`src/rtl/rr_arbiter4.sv`:
```
// Four-queue round-robin arbiter with per-turn burst weight, feeding the demux select path.
// Drains FWFT FIFOs one word per cycle; stall freezes arbitration for the cycle it is sampled.
module rr_arbiter4 #(
    parameter int unsigned DATA_W = 10,
    parameter int unsigned BURST  = 1,
    parameter int unsigned CNT_W  = 3
) (
    input  logic              clk,
    input  logic              reset,
    input  logic [3:0]        empty,
    input  logic [DATA_W-1:0] data_in_0,
    input  logic [DATA_W-1:0] data_in_1,
    input  logic [DATA_W-1:0] data_in_2,
    input  logic [DATA_W-1:0] data_in_3,
    input  logic              stall,
    output logic [3:0]        pop,
    output logic [DATA_W-1:0] data_out,
    output logic [1:0]        select,
    output logic              valid_out
);

    // One extra bit so BURST == 2**CNT_W still compares correctly.
    localparam logic [CNT_W:0] BURST_LIM = (CNT_W+1)'(BURST);

    logic [1:0]        ptr;
    logic [CNT_W-1:0]  cnt;
    logic              grant;
    logic [1:0]        g;
    logic [1:0]        cand;
    logic [CNT_W:0]    cnt_inc;
    logic [DATA_W-1:0] din [4];

    assign din[0] = data_in_0;
    assign din[1] = data_in_1;
    assign din[2] = data_in_2;
    assign din[3] = data_in_3;

    always_comb begin
        grant = 1'b0;
        g     = ptr;
        cand  = ptr;
        if (reset && !stall) begin
            if (!empty[ptr] && ({1'b0, cnt} < BURST_LIM)) begin
                grant = 1'b1;
                g     = ptr;
            end else begin
                for (int unsigned k = 1; k < 4; k++) begin
                    cand = ptr + 2'(k);
                    if (!grant && !empty[cand]) begin
                        grant = 1'b1;
                        g     = cand;
                    end
                end
            end
        end
    end

    assign pop     = grant ? (4'b0001 << g) : '0;
    assign cnt_inc = (g == ptr) ? ({1'b0, cnt} + (CNT_W+1)'(1)) : (CNT_W+1)'(1);

    always_ff @(posedge clk or negedge reset) begin
        if (!reset) begin
            ptr       <= '0;
            cnt       <= '0;
            data_out  <= '0;
            select    <= '0;
            valid_out <= 1'b0;
        end else if (grant) begin
            data_out  <= din[g];
            select    <= g;
            valid_out <= 1'b1;
            // A completed turn hands the pointer straight to the next queue.
            if (cnt_inc == BURST_LIM) begin
                ptr <= g + 2'd1;
                cnt <= '0;
            end else begin
                ptr <= g;
                cnt <= cnt_inc[CNT_W-1:0];
            end
        end else begin
            valid_out <= 1'b0;
        end
    end

endmodule

```
`config.mk`:
```
export PLATFORM = sky130hd
export DESIGN_NAME = rr_arbiter4
export DESIGN_NICKNAME = d
export VERILOG_FILES = /design/src/rtl/rr_arbiter4.sv
export SDC_FILE = /design/constraint.sdc
export NUM_CORES = 1
export LEC_CHECK = 0
export CORE_ASPECT_RATIO = 0.5
export CORE_UTILIZATION = 38
export CTS_BUF_LIST = sky130_fd_sc_hd__clkbuf_8
export CTS_CLUSTER_DIAMETER = 100
export DETAILED_ROUTE_END_ITERATION = 6
export PLACE_DENSITY = 0.86
export REMOVE_ABC_BUFFERS = 1
export SYNTH_ARGS = -nofsm -noshare
export SYNTH_HDL_FRONTEND = slang
export SYNTH_SLANG_ARGS = --single-unit
export TNS_END_PERCENT = 30
```
`constraint.sdc`:
```
create_clock -name clk -period 2.47 [get_ports clk]
set_clock_uncertainty 0.15 [all_clocks]
set_input_delay 0.3705 -clock clk [delete_from_list [all_inputs] [get_ports clk]]
set_output_delay 0.3705 -clock clk [all_outputs]
set_load 0.005 [all_outputs]
```
Word level (Yosys, flattened, before mapping)
Index checks and enable logic that the tools add are counted.
W data, S select, Z words.
{"block": "totals", "ff_bits": 18, "inputBits": 47, "output_inout_bits": 17, "elab_cells": 60}
{"block": "classes", "add_sub_neg": 5, "n_lt_le_gt_ge": 6, "n_eq_ne": 2, "shift": 1, "mux": 30, "n_bitwise": 1, "reduce_logical": 10}
{"operator": "$bmux W10 S2", "count": 1}
{"operator": "$mux W10", "count": 2}
{"operator": "$mux W1", "count": 14}
{"operator": "$lt A2 B3 Y1 const B", "count": 4}
{"operator": "$mux W2", "count": 6}
{"operator": "$bmux W1 S2", "count": 4}
{"operator": "$mux W4", "count": 2}
{"operator": "$logic_not A1 Y1", "count": 6}
{"operator": "$add A2 B1 Y2 const B", "count": 2}
{"operator": "$add A2 B2 Y2 const B", "count": 2}
{"operator": "$add A3 B1 Y4 const B", "count": 1}
{"operator": "$eq A4 B1 Y1 const B", "count": 1}
{"operator": "$logic_and A1 B1 Y1", "count": 4}
{"operator": "$shl A1 B2 Y4 const A", "count": 1}
{"operator": "$ge A3 B3 Y1 const B", "count": 1}
{"operator": "$lt A3 B1 Y1 const B", "count": 1}
{"operator": "$mux W3", "count": 1}
{"operator": "$not A2 Y3", "count": 1}
{"operator": "$eq A2 B2 Y1", "count": 1}

Depth between registers and ports, before layout
Gate-level depths: netlist (run 1).
{"block": "depth", "depth_word": 20, "ltp_mapped": 11, "depth_no_buf": 8}

Worst setup path before layout (run 1)
No wires, ideal clock.
{"block": "synth_timing", "kind": "reg2reg", "start": "register ptr[1]", "end": "register ptr[1]", "setup_time_ns": 0.129, "arrival_time_ns": 2.184, "required_ns": 2.191, "slack_ns": 0.007, "stages_incl_launch_ff": 12, "n_path_buf": 3, "synth_period_minus_slack_ns": 2.463, "cell_sequence": "dfrtp_1 -> buf_6 -> and3b_4 -> a2111oi_4 -> a21oi_1 -> a31o_1 -> buf_6 -> buf_8 -> inv_1 -> ha_1 -> o31ai_1 -> o32ai_1"}
{"block": "synth_between", "elab_chain_cells": 20, "elab_cells_between_ends": 38, "classes_between": "add/sub: 4; eq/ne: 2; mux: 24; reduce/logical: 8"}
{"item": "from (decl)", "line": "25", "source": "logic [1:0] ptr;"}
{"item": "from (signal assigned)", "line": "74", "source": "ptr <= g + 2'd1;"}
{"item": "from (signal assigned)", "line": "77", "source": "ptr <= g;"}
{"item": "$add A2 B1 Y2", "line": "48", "source": "cand = ptr + 2'(k);"}
{"item": "$bmux W1 S2", "line": "49", "source": "if (!grant && !empty[cand]) begin"}
{"item": "$mux W1 (implied by the code)", "line": "49"}
{"item": "$mux W1", "line": "49"}
{"item": "$mux W1", "line": "43", "source": "if (!empty[ptr] && ({1'b0, cnt} < BURST_LIM)) begin"}
{"item": "$mux W1", "line": "42", "source": "if (reset && !stall) begin"}
{"item": "$logic_not A1 Y1", "line": "49"}
{"item": "$logic_and A1 B1 Y1", "line": "49"}
{"item": "(+5 left out)"}
{"item": "$mux W2", "line": "49"}
{"item": "$mux W2 *", "line": "43"}
{"item": "$mux W2 *", "line": "42"}
{"item": "net g[0]", "line": "28", "source": "logic [1:0] g;"}
{"item": "$eq A2 B2 Y1", "line": "59", "source": "assign cnt_inc = (g == ptr) ? ({1'b0, cnt} + (CNT_W+1)'(1)) : (CNT_W+1)'(1);"}
{"item": "$mux W4", "line": "59"}
{"item": "$eq A4 B1 Y1", "line": "73", "source": "if (cnt_inc == BURST_LIM) begin"}
{"item": "$mux W2 *", "line": "73"}
The timed path passes the listed nets; every way through them passes the cells marked *. The select of a mux whose other input is x is not followed.
A chain may end at the register's enable or synchronous reset.

Final worst setup path (run 1)
{"block": "layout_timing", "start": "register ptr[0]", "end": "output port pop[0]"}
{"block": "layout_between", "elab_chain_cells": 18, "elab_cells_between_ends": 35, "classes_between": "add/sub: 3; shift: 1; mux: 23; reduce/logical: 8"}
{"item": "$add A2 B1 Y2", "line": "48"}
{"item": "$bmux W1 S2", "line": "49"}
{"item": "$mux W1 (implied by the code)", "line": "49"}
{"item": "$mux W1", "line": "49"}
{"item": "$mux W1", "line": "43"}
{"item": "$mux W1", "line": "42"}
{"item": "$logic_not A1 Y1", "line": "49"}
{"item": "$logic_and A1 B1 Y1", "line": "49"}
{"item": "(+2 left out)"}
{"item": "$mux W1", "line": "42"}
{"item": "$logic_not A1 Y1", "line": "49"}
{"item": "$logic_and A1 B1 Y1", "line": "49"}
{"item": "$mux W2", "line": "49"}
{"item": "$mux W2", "line": "43"}
{"item": "$mux W2", "line": "42"}
{"item": "$shl A1 B2 Y4", "line": "58", "source": "assign pop = grant ? (4'b0001 << g) : '0;"}
{"item": "$mux W4 *", "line": "58"}
{"item": "to (decl)", "line": "16", "source": "output logic [3:0] pop,"}
Every way passes the cells marked *; elsewhere a longest branch is shown, timed or not. The select of a mux whose other input is x is not followed.

==> impl_results.html, run 1 <==
<table>
<tr><th>Metric</th><th>Value</th></tr>
<tr><th colspan="2">Global route</th></tr>
<tr><td>Pin count of the biggest net entering global routing</td><td>22</td></tr>
<tr><td>Via count of the first global-routing pass</td><td>around 1500</td></tr>
<tr><td>Wire length of the first global-routing pass</td><td>6.920 mm</td></tr>
<tr><td>Antenna violations before repair</td><td>0</td></tr>
<tr><td>Residual overflow from global routing</td><td>0</td></tr>
<tr><td>Total global routing track utilization</td><td>between 20% and 30%</td></tr>
<tr><th colspan="2">Logic synthesis</th></tr>
<tr><td>Number of enable-type register cells in the synthesized netlist</td><td>0</td></tr>
<tr><td>Top_reg_cell synth</td><td>dfrtp_1</td></tr>
<tr><td>Share of the yosys chip area belonging to registers</td><td>~33%</td></tr>
<tr><td>Multiplexer share of the synthesized area</td><td>a little under a fifth</td></tr>
<tr><td>Largest family of logic cells by synthesized area</td><td>compound AO/OA/AOI/OAI gates</td></tr>
<tr><td>Adder and majority gate portion of the synthesized area</td><td>4.583%</td></tr>
<tr><td>Synth Area in XOR/XNOR</td><td>1.283%</td></tr>
<tr><td>Post-synthesis compound-gate area fraction</td><td>19.25%</td></tr>
<tr><td>Number of distinct library cells after synthesis</td><td>40</td></tr>
<tr><td>Post-synthesis share of cell area spent on and, or, nand and nor gates</td><td>16.59%</td></tr>
<tr><td>Synth Warn #</td><td>0</td></tr>
<tr><td>Mean instance size in the synthesized netlist</td><td>9.892 sq um</td></tr>
<tr><td>Share of async-settable or async-resettable flops after synthesis</td><td>100.0%</td></tr>
<tr><td>Register bit count reported by yosys</td><td>18</td></tr>
<tr><td>Cell count after synthesis</td><td>138</td></tr>
<tr><td>Netlist area before placement</td><td>approximately 1400 sq um</td></tr>
<tr><th colspan="2">Clocking</th></tr>
<tr><td>Clk sink count</td><td>18</td></tr>
<tr><td>Insertion delay to the later sink of the worst-skew pair</td><td>about 260 ps</td></tr>
<tr><td>Post-CTS clock slew at the launch and capture registers of the worst setup and hold paths</td><td>~70 ps</td></tr>
<tr><td>Number of buffers created by CTS</td><td>3</td></tr>
<tr><td>Clock tree root driver cell</td><td>clkbuf_8</td></tr>
<tr><td>Buffer levels on the longest clock path</td><td>2</td></tr>
<tr><td>CTS tree</td><td>yes</td></tr>
<tr><td>Maximum level of the CTS H-tree</td><td>1</td></tr>
<tr><th colspan="2">Layout</th></tr>
<tr><td>Combined area of the multi-input logic cells</td><td>~920 sq um</td></tr>
<tr><td>Filler cells</td><td>211</td></tr>
<tr><td>Register area</td><td>451.7 sq um</td></tr>
<tr><td>Most common cell after layout, fill and taps aside</td><td>clkdlybuf4s50_1</td></tr>
<tr><td>Antenna diode count</td><td>0</td></tr>
<tr><td>Util after Layout</td><td>76.70%</td></tr>
<tr><td>Final Net Count</td><td>286</td></tr>
<tr><td>Fraction of final layout cells sized beyond drive strength 1</td><td>29.18%</td></tr>
<tr><td>Commonest cells after routing, fill and taps aside</td><td>clkdlybuf4s50_1 (53), buf_4 (27), mux2i_1 (23), nand2_1 (18), dfrtp_1 (17)</td></tr>
<tr><td>Synthesis-to-finish area growth</td><td>80.11%</td></tr>
<tr><th colspan="2">STA</th></tr>
<tr><td>Unrepaired setup endpoints after global routing</td><td>yes</td></tr>
<tr><td>Total negative slack for setup checks</td><td>-583.8 ps</td></tr>
<tr><td>Setup WS post-layout</td><td>-163.5 ps</td></tr>
<tr><td>Crit share post-route</td><td>106.6%</td></tr>
<tr><td>Clock period minus final worst setup slack</td><td>~2600 ps</td></tr>
<tr><td>Pins over their slew limit</td><td>0</td></tr>
<tr><td>Min Hold Slack</td><td>152.1 ps</td></tr>
<tr><td>Final setup violating endpoints</td><td>4</td></tr>
<tr><td>Tightest slew margin relative to the limit</td><td>77.18%</td></tr>
<tr><td>Count of endpoints failing hold in the final timing report</td><td>0</td></tr>
<tr><td>Highest Clock Rate</td><td>379.7 MHz</td></tr>
<tr><td>Actual slew at the worst max-slew pin</td><td>342.2 ps</td></tr>
<tr><th colspan="2">Die</th></tr>
<tr><td>Core area</td><td>3206 sq um</td></tr>
<tr><td># IOs</td><td>64</td></tr>
<tr><td>Initial core utilization</td><td>a little over two fifths</td></tr>
<tr><td>Die area</td><td>between 3000 and 4000 sq um</td></tr>
<tr><td>Die width</td><td>86.76 um</td></tr>
<tr><td>Count of standard-cell rows</td><td>14</td></tr>
<tr><td>Die height</td><td>44.38 um</td></tr>
<tr><th colspan="2">Setup path</th></tr>
<tr><td>Worst path required time</td><td>1950 ps</td></tr>
<tr><td>Data arrival time of the critical path</td><td>~2100 ps</td></tr>
<tr><td>Worst-path fanout max</td><td>5</td></tr>
<tr><td>Startpoint type of the worst setup path</td><td>flop</td></tr>
<tr><td>Setup crit end kind</td><td>output pin</td></tr>
<tr><td>Type of the setup path with the least slack</td><td>flop to output pin</td></tr>
<tr><td>Worst r2r path cells</td><td>9</td></tr>
<tr><th colspan="2">Place</th></tr>
<tr><td>RD Place Congestion</td><td>0.8733</td></tr>
<tr><td>Post-detail-place hpwl</td><td>about 3.0 mm</td></tr>
<tr><td>Number of buffer cells added on primary ports</td><td>63</td></tr>
<tr><th colspan="2">Drt</th></tr>
<tr><td>Per-cell routed wire length</td><td>~16 um</td></tr>
<tr><td>Number of antenna-violating nets in the routed design</td><td>0</td></tr>
<tr><td>Pre-Repair DR Iteration Count</td><td>4</td></tr>
<tr><td>Total wire length after detailed routing</td><td>4.399 mm</td></tr>
<tr><td>Post-detailed-route via-to-cell ratio</td><td>5.263</td></tr>
<tr><td>DR vias</td><td>1479</td></tr>
<tr><td>Count of unresolved DRC violations after routing</td><td>0</td></tr>
<tr><td>Number of DRC violations after detailed-routing iteration 0</td><td>34</td></tr>
<tr><th colspan="2">Run status</th></tr>
<tr><td>Violations in the final reports</td><td>negative setup slack</td></tr>
<tr><td>Result of the run</td><td>finished with violations</td></tr>
<tr><th colspan="2">Pwr</th></tr>
<tr><td>Standby leakage power</td><td>1.138 nW</td></tr>
<tr><td>Final Total Pwr</td><td>2.276 mW</td></tr>
<tr><td>Power per Cell Area</td><td>925.6 nW/um^2</td></tr>
<tr><td>IR Drop Worst-Case VDD</td><td>0.0003941 V</td></tr>
<tr><th colspan="2">Hold path</th></tr>
<tr><td>Worst hold path class</td><td>input pin to async pin</td></tr>
<tr><th colspan="2">Flow run</th></tr>
<tr><td>Max-capacitance violation count</td><td>0</td></tr>
</table>
-- critical path: stages, from the launching register on --
cell and delay (ps):
dfrtp_1 410, buf_4 170, a2111oi_4 340, a21oi_1 110
a31o_1 250, buf_4 160, ha_4 150, and2_4 130
buf_6 110
-- cell usage after synthesis, types with 2 or more instances --
| cell type | count | area, sq um |
|---|---|---|
| o21ai_2 | 2 | 17.52 |
| nand2b_1 | 3 | 18.77 |
| a32o_1 | 2 | 20.02 |
| buf_2 | 2 | 10.01 |
| nor2_1 | 6 | 22.52 |
| and3b_1 | 2 | 17.52 |
| o221ai_1 | 10 | 87.58 |
| nand2_1 | 18 | 67.56 |
| inv_1 | 5 | 18.77 |
| dfrtp_1 | 18 | 450.4 |
| ha_1 | 5 | 62.56 |
| buf_6 | 2 | 22.52 |
| mux2i_1 | 24 | 240.2 |
| and2_1 | 4 | 25.02 |
| nor2b_1 | 3 | 18.77 |
| a21oi_1 | 6 | 30.03 |
| o21ai_0 | 3 | 15.01 |
-- state kept, by name, indices dropped and copies added, names as in the netlist --
| signal | cells |
|---|---|
| cnt | 3 |
| data_out | 10 |
| ptr | 2 |
| select | 2 |
| valid_out | 1 |
-- final timing paths --
check	slack [ps]	start	endpoint
max reg2reg	10	ptr[1]	data_out[9]
min	150	reset	valid_out
min in group clk	330	select[1]	select[1]
max	-160	ptr[0]	pop[0]
max in group asynchronous	1800	reset	ptr[1]
min reg2reg	330	select[1]	select[1]
-- metal layers --
layer / track usage, % / share of wire, % / vias to the layer above
li1: - / - / 698
met1: 25.93 / 39 / 712
met2: 48.10 / 54 / 60
met3: 5.037 / 5.0 / 9
met4: 8.667 / 1.9 / 0
met5: 0 / 0 / -
-- metrics by stage --
| stage | setup WS, ps | cell area [sq um] | std cells |
|---|---|---|---|
| 6_report | -163.5 | 2459 | 281 |
| 5_1_grt | -242.5 | 2459 | 281 |
| 4_1_cts | -146.4 | 2381 | 279 |
| 3_5_place_dp | -668.1 | 2197 | 267 |
| 3_3_place_gp | -584.1 | 2197 | 267 |
| 2_1_floorplan | -340.1 | 1294 | 131 |
-- timing repair --
item,4_1_cts,5_1_grt
buffers inserted,8,2
endpoints found under the hold margin,0,0
gates resized for setup,42,17
hold buffers,0,0
pin swaps,10,6
endpoints found under the setup margin,7,14
-- final cells by class --
cell class,instances,share of cell area [%]
Inverter,6,1.221
Tap cell,48,2.443
Timing Repair Buffer,98,38.17
Sequential cell,18,18.37
Multi-Input combinational cell,107,37.56
Clock buffer,4,2.239
-- where the power goes --
part	total, mW	internal [mW]	switching, mW
Clock	0.249	0.142	0.107
Combinational	1.55	0.885	0.662
Sequential	0.479	0.407	0.0726
Total	2.28	1.43	0.842
-- kinds of logic (layout without fill, tap and decap cells) --
kind of cell             after synthesis  count (layout)
AND/OR/NAND/NOR                       43              43
AO/OA/AOI/OAI                         32              32
multiplexers                          25              25
flip-flops                            18              18
buffers and inverters                 13             108
adder cells (fa/ha/maj)                5               5
XOR/XNOR                               2               2
No activity file was read; power rests on OpenSTA's default activity.
==> inputs of run 2 (changes only) <==
Settings changed: GPL_ROUTABILITY_DRIVEN set to 0.
==> results of run 2 <==
Same layout as run 1: the final DEF is identical, and so are final timing and power.
==> edit 1: new RTL, settings of run 1 <==
The parameter `DATA_W` goes from 10 to 5.
--- a/src/rtl/rr_arbiter4.sv
+++ b/src/rtl/rr_arbiter4.sv
@@ -1,7 +1,7 @@
 // Four-queue round-robin arbiter with per-turn burst weight, feeding the demux select path.
 // Drains FWFT FIFOs one word per cycle; stall freezes arbitration for the cycle it is sampled.
 module rr_arbiter4 #(
-    parameter int unsigned DATA_W = 10,
+    parameter int unsigned DATA_W = 5,
     parameter int unsigned BURST  = 1,
     parameter int unsigned CNT_W  = 3
 ) (
Interface: changed (5 resized); port bits go from 64 to 39. No check against the original RTL was run, so the function may have changed too.
==> edit 1 against run 1 <==
The run still ends with negative setup slack left. Global-route usage increased by 0.099 points. Total power decreased by 17%. Sequential cell count decreased by 5. Area after synthesis decreased by 22%. Maximum frequency decreased by 13%. Sequential share of layout area decreased by 0.062 points. Cell area decreased by 28%. Register-to-register slack got worse by 160 ps. Worst setup slack got worse by 400 ps. Wire length decreased by 23%. Die area decreased by 22%. Hold slack improved by 190 ps. Critical endpoint is now pop[3]. Largest cell class is now multi-input combinational cells.
==> edit 1: results (changes against run 1) <==
Clock tree
  – CTS clock-pin slew for the worst setup and hold paths: approximately 60 ps
  – CTS H-tree depth: 1 (unchanged)
  – Clock Tree Buf Depth: 2 (unchanged)
  – Worst-Skew Late Latency: about 250 ps

GRT
  – Global-route wire length before repair: 5.39 mm (-22%)
  – Vias in the first global route: 1,105 (-26%)
  – GR Util met1: 0.291 (+0.0321)
  – Total track usage: 0.242 (+0.000987)
  – Largest net degree at the start of global routing: 19 (-14%)
  – Met3 Use GR: 0.0488 (-0.00154)
  – GR Util met2: 0.451 (-0.0301)

Outcome
  – Failing checks: negative setup slack
  – Outcome: finished with violations

Drt
  – 1st-iter DRT viols: 97 (+190%)
  – DR pass1 iterations: 4 (unchanged)
  – Via count: 1,157 (-22%)
  – WL per Instance: 15.4 µm (-1.8%)
  – Vias per std cell: 5.24 (-0.53%)

Yosys
  – Commonest cells in the netlist: 14 x nand2_1, 13 x dfrtp_1, 11 x mux2_2
  – Unique masters post-synth: 37 (-7.5%)
  – Sequential share of the synthesized area: 0.307 (-0.0234)
  – Cell count after synthesis: 115 (-17%)
  – Synth top area cells: dfrtp_1 31%, mux2_2 12%, ha_1 5.9%
  – Post-synth ARST share: 1.00 (unchanged)

Timing
  – Final setup margin: -561 ps (-398 ps)
  – Final setup vio count: 7 (+3)
  – Worst-margin pin slew: 359 ps (+17.0 ps)

Worst hold path
  – Hold path startpoint: select[1]
  – Worst hold path class: flip-flop to flip-flop

Final layout
  – Antenna Cells: 0 (unchanged)
  – Largest registers: data_out: 5 flops, cnt: 3 flops
  – Nets@finish: 217 (-24%)
  – Share of layout cells above drive strength 1: 0.348 (+0.0560)
  – FILL cells: 192 (-9.0%)

Setup path
  – Max FO, Critical Path: 4 (-1)
  – Worst Setup SP: empty[0]
  – Reg2reg start: ptr[0]
  – Critical Path AT: 2510 ps (+400 ps)

Placement
  – # port buffers: 38 (-40%)
  – Placer Congestion: 0.857 (-1.8%)
  – HPWL Detailed: 2.41 mm (-20%)
  – Placed Cells: 209 (-22%)

Pwr
  – Leakage: 0.793 nW (-30%)
  – IR drop worst, VDD: 0.708 mV (+80%)
## edit 1: cell types whose count changed after synthesis, moves of 3 or more
cell	before	now
mux2i_1	24	4
mux2_2	1	11
o221ai_1	10	0
dfrtp_1	18	13
nor3_1	1	6
nand2_1	18	14
o31ai_1	1	5
nor2_1	6	3
o21ai_1	0	3
o2bb2ai_1	0	3
## edit 1: what timing repair did
| action | CTS | global route |
|---|---|---|
| setup endpoints to repair | 11 | 10 |
| gates resized for setup | 31 | 6 |
| pin swaps | 5 | 0 |
| setup buffers | 6 | 2 |
## edit 1: stage by stage
stage	worst slack (ps)	hold slack [ps]	TNS, ps	utilization	area (µm²)
after floorplan	-339	-75.1	-1470	-	1020
after global routing	-642	363	-3100	0.678	1780
after CTS	-543	345	-2180	0.671	1760
final	-561	345	-2240	0.678	1780
after global placement	-1130	311	-7100	0.625	1640
after detailed placement	-1290	332	-8350	0.625	1640
## edit 1: final timing paths
| check | endpoint | slack [ps] | cells after the start |
|---|---|---|---|
| setup / recovery | pop[3] | -560 | 11 |
| hold / removal | select[1] | 340 | 2 |
| setup reg to reg | ptr[1] | -150 | 10 |
| hold reg to reg | select[1] | 340 | 2 |
| max in group asynchronous | data_out[3] | 1660 | 2 |
| min in group asynchronous | valid_out | 350 | 2 |
## edit 1: per-layer routing
layer  vias to the layer above  routed length, µm
li1                        562                  -
met1                       546               1560
met2                        47               1650
met3                         2                172
met4                         0                 16
met5                         -                  0
## edit 1: worst max-delay path, stage by stage
cell           delay (ps)
dlygate4sd2_1         260
nor2b_1               130
mux4_2                500
a311oi_4              310
a31oi_2               190
nor2_4                180
inv_2                  60
buf_6                 120
ha_4                  140
and2_1                130
buf_2                 130
## edit 1: area by class of cell
cell class	instances	area, µm²	share of cell area
Multi-Input combinational cell	91	722	0.406
Timing Repair Buffer	71	614	0.346
Sequential cell	13	325	0.183
Tap cell	37	46.3	0.0261
Clock buffer	3	41.3	0.0232
Inverter	5	23.8	0.0134
Clock inverter	1	3.75	0.00211
## edit 1: logic make-up (layout without fill, tap and decap cells)
group | Yosys count | after routing | synth area share
AO/OA/AOI/OAI | 31 | 31 | 0.212
buffers and inverters | 11 | 80 | 0.0578
XOR/XNOR | 2 | 2 | 0.0165
flip-flops | 13 | 13 | 0.307
multiplexers | 16 | 16 | 0.176
adder cells (fa/ha/maj) | 5 | 5 | 0.0590
AND/OR/NAND/NOR | 37 | 37 | 0.172
## edit 1: power by group
part	internal, mW	total [mW]	switching (mW)
clock	0.110	0.197	0.0869
combinational	0.707	1.31	0.603
sequential	0.307	0.373	0.0656
total	1.12	1.88	0.755
==> edit 2: new RTL, config.mk and constraints of run 1 <==
Without the edit above. Reset style: synchronous (`reset`), changed in one clocked block.
--- a/src/rtl/rr_arbiter4.sv
+++ b/src/rtl/rr_arbiter4.sv
@@ -58,7 +58,7 @@
     assign pop     = grant ? (4'b0001 << g) : '0;
     assign cnt_inc = (g == ptr) ? ({1'b0, cnt} + (CNT_W+1)'(1)) : (CNT_W+1)'(1);
 
-    always_ff @(posedge clk or negedge reset) begin
+    always_ff @(posedge clk) begin
         if (!reset) begin
             ptr       <= '0;
             cnt       <= '0;
Formal check against the unedited RTL: differs if reset is asserted again (counterexample within 4 cycles, from zero or initial values and one cycle with reset low); with reset held inactive, the same outputs for 10 cycles.
==> edit 2 against run 1 <==
Count of clock-buffer cells in the layout is 1 lower. First-iteration DRC count fell by 12%. Cell area rose by 1.1%. Register-to-register slack got worse by 310 ps. The run still ends with negative setup slack left. Sequential cell count is the same. Critical path depth grew 2. Highest routed layer unchanged. Non-clock buffer count up 3. Worst setup slack worse by 340 ps. Area after synthesis is 1.4% lower. Synthesized cell count is 5.8% lower. Wire length up 3.9%.
Power is not compared: it rests on default switching activity, and its combinational part moved more than twofold at a synthesized area within 25%.
==> edit 2: results (changes against run 1) <==
Drt
  – WL final: 4.57 mm (+3.9%)
  – DRT met1 WL: 1.87 mm (+8.7%)
  – Metal3 WL: 219 µm (+0.46%)
  – Metal2 WL: 2.47 mm (+3.7%)
  – WL per Instance: 16.7 µm (+6.9%)
  – Vias per std cell: 5.23 (-0.55%)
  – 1st-iter DRT viols: 30 (-12%)

Setup path
  – FF-to-FF setup slack: -300 ps (-310 ps)
  – Worst Setup SP: ptr[1]
  – Critical Path Max Stage Delay: 560 ps (+150 ps)
  – R2r worst-path depth: 10 (+1)
  – Slowest CP cell: mux4_2
  – Critical Path AT: 2450 ps (+340 ps)
  – Worst setup path endpoint: pop[1]
  – Critical path's top delay family: multiplexers
  – Max FO, Critical Path: 2 (-3)
  – R2R Path End: ptr[0]

Placement
  – Placer Congestion: 0.830 (-5.0%)
  – Placed Cells: 256 (-4.1%)
  – HPWL Detailed: 3.00 mm (+0.36%)
  – Area post-placement: 0.00216 mm² (-1.5%)

GRT
  – GR Util met2: 0.468 (-0.0127)
  – Largest net degree at the start of global routing: 18 (-18%)
  – Global-route wire length before repair: 6.76 mm (-2.3%)
  – Vias in the first global route: 1,441 (-3.7%)
  – GR Util met1: 0.258 (-0.00153)
  – Total track usage: 0.234 (-0.00670)

Yosys
  – Sequential share of the synthesized area: 0.268 (-0.0623)
  – XOR/XNOR Fraction of Synth Area: 0.0335 (+0.0206)
  – Post-synth ARST share: 0 (-1.00)
  – Cell count after synthesis: 130 (-5.8%)
  – Synth Area in Adders: 0.0465 (+0.000639)
  – Commonest cells in the netlist: 21 x mux2i_1, 18 x dfxtp_1, 11 x a21oi_1
  – Compound-Gate Fraction of Synth Area: 0.270 (+0.0770)
  – Unique masters post-synth: 41 (+2.5%)
  – Synth top area cells: dfxtp_1 27%, mux2i_1 16%, a221oi_2 8.9%
  – Fraction of synthesized area in multiplexers: 0.181 (-0.00301)

Outcome
  – Outcome: finished with violations
  – Failing checks: negative setup slack

Final layout
  – Share of layout cells above drive strength 1: 0.378 (+0.0859)
  – Nets@finish: 279 (-2.4%)

Timing
  – Setup TNS: -4530 ps (-3940 ps)
  – Final setup vio count: 17 (+13)
  – Final hold slack: 320 ps (+168 ps)
  – Final setup margin: -500 ps (-337 ps)

Clock tree
  – Root buffer cell: clkbuf_8

Worst hold path
  – Worst hold path class: flip-flop to flip-flop
==> edit 2: cell types whose count changed in the layout (fill, tap and decap cells not counted), moves of 3 or more <==
cell and delta:
a221oi_2 +10, buf_6 -4, ha_4 -3, dfxtp_1 +17
o21ai_0 +4, mux2i_1 -8, a21oi_1 +5, mux2i_2 +4
o221ai_1 -10, nand2_1 -16, dfrtp_1 -17, ha_2 +3
nand3_1 +5
==> edit 2: power by group <==
group / internal [mW] / switching, mW / leakage [nW]
clock: 0.108 / 0.0963 / 0.0216
combinational: 0.361 / 0.246 / 0.907
sequential: 0.323 / 0.0200 / 0.150
total: 0.792 / 0.362 / 1.08
==> edit 2: area by class of cell <==
type | count | area (µm²) | share of cell area
well taps | 48 | 60.1 | 0.0242
clock buffers | 3 | 41.3 | 0.0166
repair buffers | 101 | 998 | 0.402
flip-flops and latches | 18 | 364 | 0.147
inverters | 3 | 11.3 | 0.00453
multi-input cells | 100 | 1010 | 0.406
